--- config.mk ---
export PLATFORM = sky130hd
export DESIGN_NAME = bfloat16_div_flat
export DESIGN_NICKNAME = d
export VERILOG_FILES = /design/src/rtl/bfloat16_div_if.sv /design/src/rtl/bfloat16_div.sv /design/src/flat_wrapper.sv
export SDC_FILE = /design/constraint.sdc
export NUM_CORES = 1
export LEC_CHECK = 0
export CORE_UTILIZATION = 52
export CTS_BUF_LIST = sky130_fd_sc_hd__clkbuf_4
export DETAILED_ROUTE_END_ITERATION = 16
export PLACE_DENSITY = 0.79
export SETUP_SLACK_MARGIN = 0.3
export SKIP_CTS_REPAIR_TIMING = 1
export SLEW_MARGIN = 20
export SYNTH_ARGS = -nofsm -noshare
export SYNTH_HDL_FRONTEND = slang
export SYNTH_SLANG_ARGS = --single-unit
--- constraint.sdc ---
create_clock -name clk -period 2.12 [get_ports clk]
set_input_delay 0.318 -clock clk [delete_from_list [all_inputs] [get_ports clk]]
set_output_delay 0.318 -clock clk [all_outputs]
set_load 0.1 [all_outputs]
--- src/rtl/bfloat16_div_if.sv ---
// Start/done handshake bundle between an NPU controller and the bfloat16 divider.
interface bfloat16_div_if;
    logic        start;
    logic [15:0] a;
    logic [15:0] b;
    logic        busy;
    logic        done;
    logic [15:0] result;
    logic        dz;

    modport master (
        output start, a, b,
        input  busy, done, result, dz
    );

    modport slave (
        input  start, a, b,
        output busy, done, result, dz
    );
endinterface

--- src/rtl/bfloat16_div.sv ---
// Iterative bfloat16 divider: one restoring-division quotient bit per cycle,
// fixed 10-cycle latency from the accepting edge to the done pulse.
//
// state  | meaning
// IDLE   | waiting for start; latches operand fields on acceptance
// DIV    | nine restoring-division steps, quotient q[8] down to q[0]
// NORM   | normalise, truncate, apply zero/saturate/flush cases, pulse done
module bfloat16_div (
    input  logic         clk,
    input  logic         reset,
    bfloat16_div_if.slave bus
);

    localparam logic [1:0] S_IDLE = 2'd0;
    localparam logic [1:0] S_DIV  = 2'd1;
    localparam logic [1:0] S_NORM = 2'd2;

    logic [1:0]        state_q, state_d;
    logic [3:0]        cnt_q, cnt_d;
    logic [9:0]        rem_q, rem_d;
    logic [7:0]        mb_q, mb_d;
    logic [8:0]        quo_q, quo_d;
    logic signed [9:0] exp_q, exp_d;
    logic              sign_q, sign_d;
    logic              za_q, za_d;
    logic              zb_q, zb_d;
    logic              busy_q, busy_d;
    logic              done_q, done_d;
    logic [15:0]       result_q, result_d;
    logic              dz_q, dz_d;

    logic [9:0]        mb_ext;
    logic [9:0]        rem_sub;
    logic              rem_ge;
    logic signed [9:0] exp_final;
    logic [6:0]        mant_final;

    assign mb_ext  = {2'b00, mb_q};
    assign rem_ge  = (rem_q >= mb_ext);
    assign rem_sub = rem_q - mb_ext;

    // Quotient lies in 128..511; the top bit decides the one-place normalisation.
    assign exp_final  = quo_q[8] ? exp_q : (exp_q - 10'sd1);
    assign mant_final = quo_q[8] ? quo_q[7:1] : quo_q[6:0];

    always_comb begin
        state_d  = state_q;
        cnt_d    = cnt_q;
        rem_d    = rem_q;
        mb_d     = mb_q;
        quo_d    = quo_q;
        exp_d    = exp_q;
        sign_d   = sign_q;
        za_d     = za_q;
        zb_d     = zb_q;
        busy_d   = busy_q;
        done_d   = 1'b0;
        result_d = result_q;
        dz_d     = dz_q;

        case (state_q)
            S_IDLE: begin
                if (bus.start) begin
                    sign_d  = bus.a[15] ^ bus.b[15];
                    rem_d   = {3'b001, bus.a[6:0]};
                    mb_d    = {1'b1, bus.b[6:0]};
                    exp_d   = $signed({2'b00, bus.a[14:7]}) - $signed({2'b00, bus.b[14:7]})
                              + 10'sd127;
                    za_d    = (bus.a[14:7] == 8'h00);
                    zb_d    = (bus.b[14:7] == 8'h00);
                    quo_d   = 9'd0;
                    cnt_d   = 4'd8;
                    busy_d  = 1'b1;
                    state_d = S_DIV;
                end
            end

            S_DIV: begin
                if (rem_ge) begin
                    quo_d = {quo_q[7:0], 1'b1};
                    rem_d = {rem_sub[8:0], 1'b0};
                end else begin
                    quo_d = {quo_q[7:0], 1'b0};
                    rem_d = {rem_q[8:0], 1'b0};
                end
                if (cnt_q == 4'd0) begin
                    state_d = S_NORM;
                end else begin
                    cnt_d = cnt_q - 4'd1;
                end
            end

            S_NORM: begin
                dz_d = 1'b0;
                if (zb_q) begin
                    result_d = {sign_q, 8'hFF, 7'h00};
                    dz_d     = 1'b1;
                end else if (za_q) begin
                    result_d = {sign_q, 15'h0000};
                end else if (exp_final >= 10'sd255) begin
                    result_d = {sign_q, 8'hFF, 7'h00};
                end else if (exp_final <= 10'sd0) begin
                    result_d = {sign_q, 15'h0000};
                end else begin
                    result_d = {sign_q, exp_final[7:0], mant_final};
                end
                done_d  = 1'b1;
                busy_d  = 1'b0;
                state_d = S_IDLE;
            end

            default: begin
                busy_d  = 1'b0;
                state_d = S_IDLE;
            end
        endcase
    end

    always_ff @(posedge clk or posedge reset) begin
        if (reset) begin
            state_q  <= S_IDLE;
            cnt_q    <= 4'd0;
            rem_q    <= 10'd0;
            mb_q     <= 8'd0;
            quo_q    <= 9'd0;
            exp_q    <= 10'sd0;
            sign_q   <= 1'b0;
            za_q     <= 1'b0;
            zb_q     <= 1'b0;
            busy_q   <= 1'b0;
            done_q   <= 1'b0;
            result_q <= 16'h0000;
            dz_q     <= 1'b0;
        end else begin
            state_q  <= state_d;
            cnt_q    <= cnt_d;
            rem_q    <= rem_d;
            mb_q     <= mb_d;
            quo_q    <= quo_d;
            exp_q    <= exp_d;
            sign_q   <= sign_d;
            za_q     <= za_d;
            zb_q     <= zb_d;
            busy_q   <= busy_d;
            done_q   <= done_d;
            result_q <= result_d;
            dz_q     <= dz_d;
        end
    end

    assign bus.busy   = busy_q;
    assign bus.done   = done_q;
    assign bus.result = result_q;
    assign bus.dz     = dz_q;

endmodule
--- src/flat_wrapper.sv ---
// flat-port wrapper written by rule: the top's interface ports become plain ports
module bfloat16_div_flat 
  (clk, reset, bus_start, bus_a, bus_b, bus_busy, bus_done, bus_result, bus_dz);
  bfloat16_div_if bus_i ();
  input  logic clk;
  input  logic reset;
  input wire logic [$bits(bus_i.start)-1:0] bus_start;
  input wire logic [$bits(bus_i.a)-1:0] bus_a;
  input wire logic [$bits(bus_i.b)-1:0] bus_b;
  output wire logic [$bits(bus_i.busy)-1:0] bus_busy;
  output wire logic [$bits(bus_i.done)-1:0] bus_done;
  output wire logic [$bits(bus_i.result)-1:0] bus_result;
  output wire logic [$bits(bus_i.dz)-1:0] bus_dz;
  assign bus_i.start = bus_start;
  assign bus_i.a = bus_a;
  assign bus_i.b = bus_b;
  assign bus_busy = bus_i.busy;
  assign bus_done = bus_i.done;
  assign bus_result = bus_i.result;
  assign bus_dz = bus_i.dz;
  bfloat16_div u_core (.clk(clk), .reset(reset), .bus(bus_i));
endmodule
# ---- Word-level counts from Yosys, hierarchy flattened
# Cells that the tools add are included.
dict set report word_totals {
  ff_bits 65
  n_memories 0
  ram_bits 0
  latchBits 0
  rom_bits 0
}
dict set report op_classes {
  n_eq_ne 5
  n_shift 0
  muxes 22
  bitwise_logic 2
  order_cmp 3
  div_mod_pow 0
  n_reduce_logical 10
  addsub 5
  n_mul 0
}
# cell n
set ops {}
lappend ops {{$mux 15} 4}
lappend ops {{$mux 10} 3}
lappend ops {{$pmux 10 s2} 1}
lappend ops {{$pmux 9 s2} 1}
lappend ops {{$logic_not 8->1} 2}
lappend ops {{$add 10x8->10 const B} 1}
lappend ops {{$ge 10x8->1} 1}
lappend ops {{$ge 10x9->1 const B} 1}
lappend ops {{$le 10x1->1 const B} 1}
lappend ops {{$sub 10x2->10 const B} 1}
lappend ops {{$mux 9} 1}
lappend ops {{$sub 8x8->9} 1}
lappend ops {{$sub 9x8->9} 1}
lappend ops {{$mux 4} 2}
lappend ops {{$pmux 4 s2} 1}
lappend ops {{$reduce_and 2->1} 4}
lappend ops {{$mux 7} 1}
lappend ops {{$logic_not 4->1} 1}
lappend ops {{$mux 1} 4}
lappend ops {{$mux 2} 2}
lappend ops {{$ne 2x2->1 const B} 2}
lappend ops {{$pmux 2 s2} 1}
lappend ops {{$sub 4x1->4 const B} 1}
lappend ops {{$reduce_and 3->1} 1}
lappend ops {{other kinds (8)} 8}

# ---- Depth between registers and ports, before layout
dict set report depth {
  ltp_word 7
  depth_mapped 12
  mapped_depth_nobuf 11
}

# ---- Least setup slack after synthesis
# No wires, ideal clock.
dict set report synth_timing {
  kind {reg-to-reg}
  from {reg u_core.mb_q[0]}
  to {reg u_core.rem_q[7]}
  arrival_time_ps 2166
  path_buffers 2
  setup_slack_ps -165
  stages_incl_launch_ff 12
  cell_sequence {dfrtp_1 > ha_1 > fa_1 > nor2b_1 > o31a_1 > o211ai_1 > and4b_1 > buf_2 > buf_2 > a21oi_1 > o21ai_0 > o21a_1}
}
dict set report synth_between {
  elab_chain_cells 3
}
# item line_no
set synth_rtl {}
lappend synth_rtl {{start: declaration} bfloat16_div.sv:21} ;# logic [7:0] mb_q, mb_d;
lappend synth_rtl {{start signal: assignment} bfloat16_div.sv:138} ;# mb_q <= mb_d;
lappend synth_rtl {{$sub 9x8->9 or $ge 10x8->1 (tied branches)} {bfloat16_div.sv:40, bfloat16_div.sv:39}}
lappend synth_rtl {{$mux 10 (*)} bfloat16_div.sv:79} ;# if (rem_ge) begin
lappend synth_rtl {{$pmux 10 s2 (*)} bfloat16_div.sv:61} ;# case (state_q)
lappend synth_rtl {{end signal: assignment} bfloat16_div.sv:137} ;# rem_q <= rem_d;
lappend synth_rtl {{end: declaration} bfloat16_div.sv:20} ;# logic [9:0] rem_q, rem_d;
# Mark *: on every way between the ends. The rest lies on a longest branch, timed or not.
# A chain may end at the register's enable or synchronous reset.

# ---- Final worst setup path
dict set report layout_timing {
  from {reg u_core.rem_q[0]}
  to {reg u_core.rem_q[5]}
}
dict set report layout_between {
  elab_chain_cells 3
}
# item line_no
set layout_rtl {}
lappend layout_rtl {{$sub 9x8->9 or $ge 10x8->1 (tied branches)} {bfloat16_div.sv:40, bfloat16_div.sv:39}}
lappend layout_rtl {{$mux 10 (*)} bfloat16_div.sv:79}
lappend layout_rtl {{$pmux 10 s2 (*)} bfloat16_div.sv:61}
# Marks and branches as above.

==> impl_metrics.sql <==
INSERT INTO impl_metrics (metric_group, metric, value, unit) VALUES
('timing', 'setup_slack', '-363.7', 'ps'),
('power', 'power_per_cell_area', '1629', 'nW/um2'),
('placed_design', 'port_buffers', '53', ''),
('routing', 'drt_iter0_markers', '224', ''),
('cts', 'clk_pin_slew', '130', 'ps'),
('power', 'vdd.ir_drop.worst', '0.0009006', 'V'),
('die', 'num_rows', '31', ''),
('timing', 'report.final.setup_viol', '23', ''),
('cts', 'cts_htree_levels', '3', ''),
('die', 'die-area', '7964', 'um2'),
('yosys', 'synth_enable_flop_cells', '0', ''),
('routing', 'drt_wl_total', '11860', 'um'),
('grt', 'grt_use_total', '26.12', '%'),
('yosys', 'portion_of_the_post_synthesis_area_used_by_sequential_elements', '41.10', '%'),
('routing', 'detail-route-antenna-nets', '0', ''),
('setup_path', 'worst_reg_to_reg_path_cell_count', '10', ''),
('hold_path', 'worstHoldStart', 'bus_b[10]', ''),
('cts', 'tritoncts', 'done', ''),
('setup_path', 'timing.reg2reg.setup_slack', '-360', 'ps'),
('power', 'power.share.combinational', '66.8', '%'),
('cts', 'cts-root-buf', 'clkbuf_4', ''),
('grt', 'antenna_found_initial', '0', ''),
('die', 'die_x', '89.24', 'um'),
('yosys', 'postSynthRegisterBits', '65', ''),
('setup_path', 'critical_path.endpoint_type', 'flip-flop', ''),
('power', 'netSwitchingPower', '0.004573', 'W'),
('cells_and_area', 'num_antenna_cells', '0', ''),
('die', 'floorplan.die.height', '89.24', 'um'),
('power', 'post-layout-total-power', '0.009426', 'W'),
('power', 'seqPwrFrac', '23.7', '%'),
('setup_path', 'timing.rr.end', 'u_core.rem_q[5]', ''),
('cells_and_area', 'area_delta_synth_final', '46.22', '%'),
('cells_and_area', 'drive_above_1_share', '35.39', '%'),
('yosys', 'netlist_top_cells_area', 'dfrtp_1, ha_1, nand2_1, o21ai_0, xnor2_1', ''),
('yosys', 'yosys_warnings', '0', ''),
('die', 'io-pin-count', '54', ''),
('cts', 'clock_latency', '430', 'ps'),
('yosys', 'post_synthesis_cell_type_with_the_largest_combined_area', 'dfrtp_1', ''),
('placed_design', 'dpl_worst_slack', '-906.0', 'ps'),
('yosys', 'syn-mean-instance-area', '9.140', 'um2'),
('routing', 'post-route-drc-count', '0', ''),
('cells_and_area', 'multi_input_comb_area', '2564', 'um2'),
('timing', 'worstMarginPinSlew', '605.4', 'ps'),
('run_status', 'failed_checks', 'setup timing', ''),
('yosys', 'synth.cell_area', '3958', 'um2'),
('timing', 'fmax', '402.6', 'MHz'),
('power', 'sw_frac_of_total', '48.52', '%'),
('placed_design', 'place_hpwl', '7099', 'um'),
('hold_path', 'worstHoldEndpoint', 'u_core.zb_q', ''),
('routing', 'drt-pass1-iter-count', '5', ''),
('timing', 'layout_skew', '19.92', 'ps'),
('power', 'p_int', '0.004853', 'W'),
('power', 'clock_power_share', '9.5', '%'),
('cells_and_area', 'fin_nets', '620', ''),
('run_status', 'run_status', 'finished with violations', ''),
('cells_and_area', 'ff_latch_area', '1628', 'um2'),
('yosys', 'syn-num-nets', '490', ''),
('setup_path', 'required', '2440', 'ps'),
('placed_design', 'gp_congestion', '0.8911', ''),
('yosys', 'synthDominantCellAreaShare', '41.10', '%'),
('routing', 'viasPerCell', '5.796', ''),
('yosys', 'synthDistinctLibCells', '63', ''),
('grt', 'grt_pass1_vias', '3480', ''),
('grt', 'grt_overflow', '0', ''),
('grt', 'grt_start_max_net_pins', '46', ''),
('yosys', 'asyncSetResetFlopFracSynth', '100.0', '%'),
('cells_and_area', 'fill_cells', '470', ''),
('setup_path', 'startpoint_type', 'flip-flop', ''),
('timing', 'timing.final.crit_share', '117.2', '%'),
('timing', 'hold_violations_final', '0', ''),
('setup_path', 'arrival', '2800', 'ps');
## cell families (layout without fill, tap and decap cells)
| family | after synthesis | in the layout | share of synthesized area, % |
|---|---|---|---|
| AND/OR/NAND/NOR | 158 | 159 | 20.68 |
| buffers and inverters | 50 | 184 | 5.248 |
| adder cells (fa/ha/maj) | 22 | 22 | 7.335 |
| XOR/XNOR | 25 | 25 | 5.533 |
| flip-flops | 65 | 65 | 41.10 |
| AO/OA/AOI/OAI | 103 | 103 | 17.58 |
| multiplexers | 10 | 10 | 2.529 |
## worst max-delay path, cell delays in order (launching register included)
cell and delay [ps]:
dfrtp_1 420, inv_2 90, ha_4 140, fa_2 230
nor2b_4 50, o31a_1 270, o211ai_1 340, and4b_4 370
a211oi_2 60, a211oi_1 270, o21ai_1 130
## how the worst max path moves through the flow
| stage | cells after the start | to | startpoint | slack [ps] |
|---|---|---|---|---|
| 6_report | 10 | u_core.rem_q[5] | u_core.rem_q[0] | -360 |
| 3_5_place_dp | 11 | u_core.exp_q[9] | bus_a[7] | -910 |
| 3_3_place_gp | 11 | u_core.exp_q[8] | bus_a[7] | -810 |
| 5_1_grt | 10 | u_core.rem_q[5] | u_core.rem_q[0] | -430 |
| 4_1_cts | 11 | u_core.exp_q[9] | bus_a[7] | -460 |
| 2_1_floorplan | 10 | u_core.exp_q[8] | bus_a[7] | -110 |
## synth_stat cells, drive strengths merged, types with 5 or more instances
cell     n
dfrtp   65
nand2   57
o21ai   45
nor2    31
inv     30
ha      20
xnor2   17
a21oi   13
clkbuf  12
nand3   12
nor3    11
mux2i   10
nand2b   9
nor2b    8
nor4     8
xor2     8
a22o     7
buf      7
o21a     5
or3      5
## cell type report
class	instances	area share, %
repair buffers	137	20.58
well taps	99	2.141
multi-input cells	319	44.30
clock buffers	9	1.168
inverters	31	2.335
flip-flops and latches	65	28.13
clock inverters	7	1.341
## per-layer routing
layer / share of wire [%] / routed length (um) / vias to the layer above / GRT usage, %
met5: 0 / 0 / - / 0
met4: 4.5 / 535 / 0 / 9.812
met3: 6.0 / 706 / 49 / 5.355
met2: 51 / 6047 / 187 / 44.55
met1: 39 / 4570 / 1852 / 32.74
li1: - / - / 1778 / -
## power groups by stage
stage          Clock (W)  Combinational [W]  Sequential (W)
2_1_floorplan          0            0.00297         0.00303
3_3_place_gp           0            0.00525         0.00216
3_5_place_dp           0            0.00543         0.00219
4_1_cts         0.000894            0.00547         0.00217
5_1_grt         0.000960            0.00673         0.00230
6_report        0.000896            0.00629         0.00224
## state kept, by name, summed over array words and instances, names as in the netlist
name	flops
u_core.exp_q	10
u_core.bus.dz	1
u_core.za_q	1
u_core.cnt_q	4
u_core.bus.result	16
u_core.state_q	2
u_core.sign_q	1
u_core.quo_q	9
u_core.mb_q	8
u_core.rem_q	10
u_core.bus.done	1
u_core.bus.busy	1
u_core.zb_q	1
## through the flow
step / hold slack (ps) / area (um2) / instances / TNS, ps
finish: 202.4 / 5787 / 667 / -3254
global route: 178.9 / 5787 / 667 / -4508
CTS: 238.0 / 5313 / 654 / -5622
detailed placement: 459.8 / 5167 / 638 / -8386
global placement: 437.5 / 5167 / 638 / -7481
floorplan: 418.1 / 4111 / 433 / -616.5
## cell usage in the layout (no fill, tap or decap), types with 6 or more instances in the layout
master           count
nand2_1             55
buf_4               95
ha_1                12
nand3_1              9
dlymetal6s2s_1      10
nor3_1               6
nand2b_1             8
nor2b_1              7
clkdlybuf4s50_1     22
a21oi_1              9
clkbuf_4             9
o21ai_1             15
ha_4                 8
xnor2_1             11
buf_6                6
nor2_1              24
o21ai_0             25
dfrtp_1             64
inv_1               19
mux2i_1             10
nor4_1               6
a22o_1               7
inv_2                8
(Power assumes the default switching activity.)
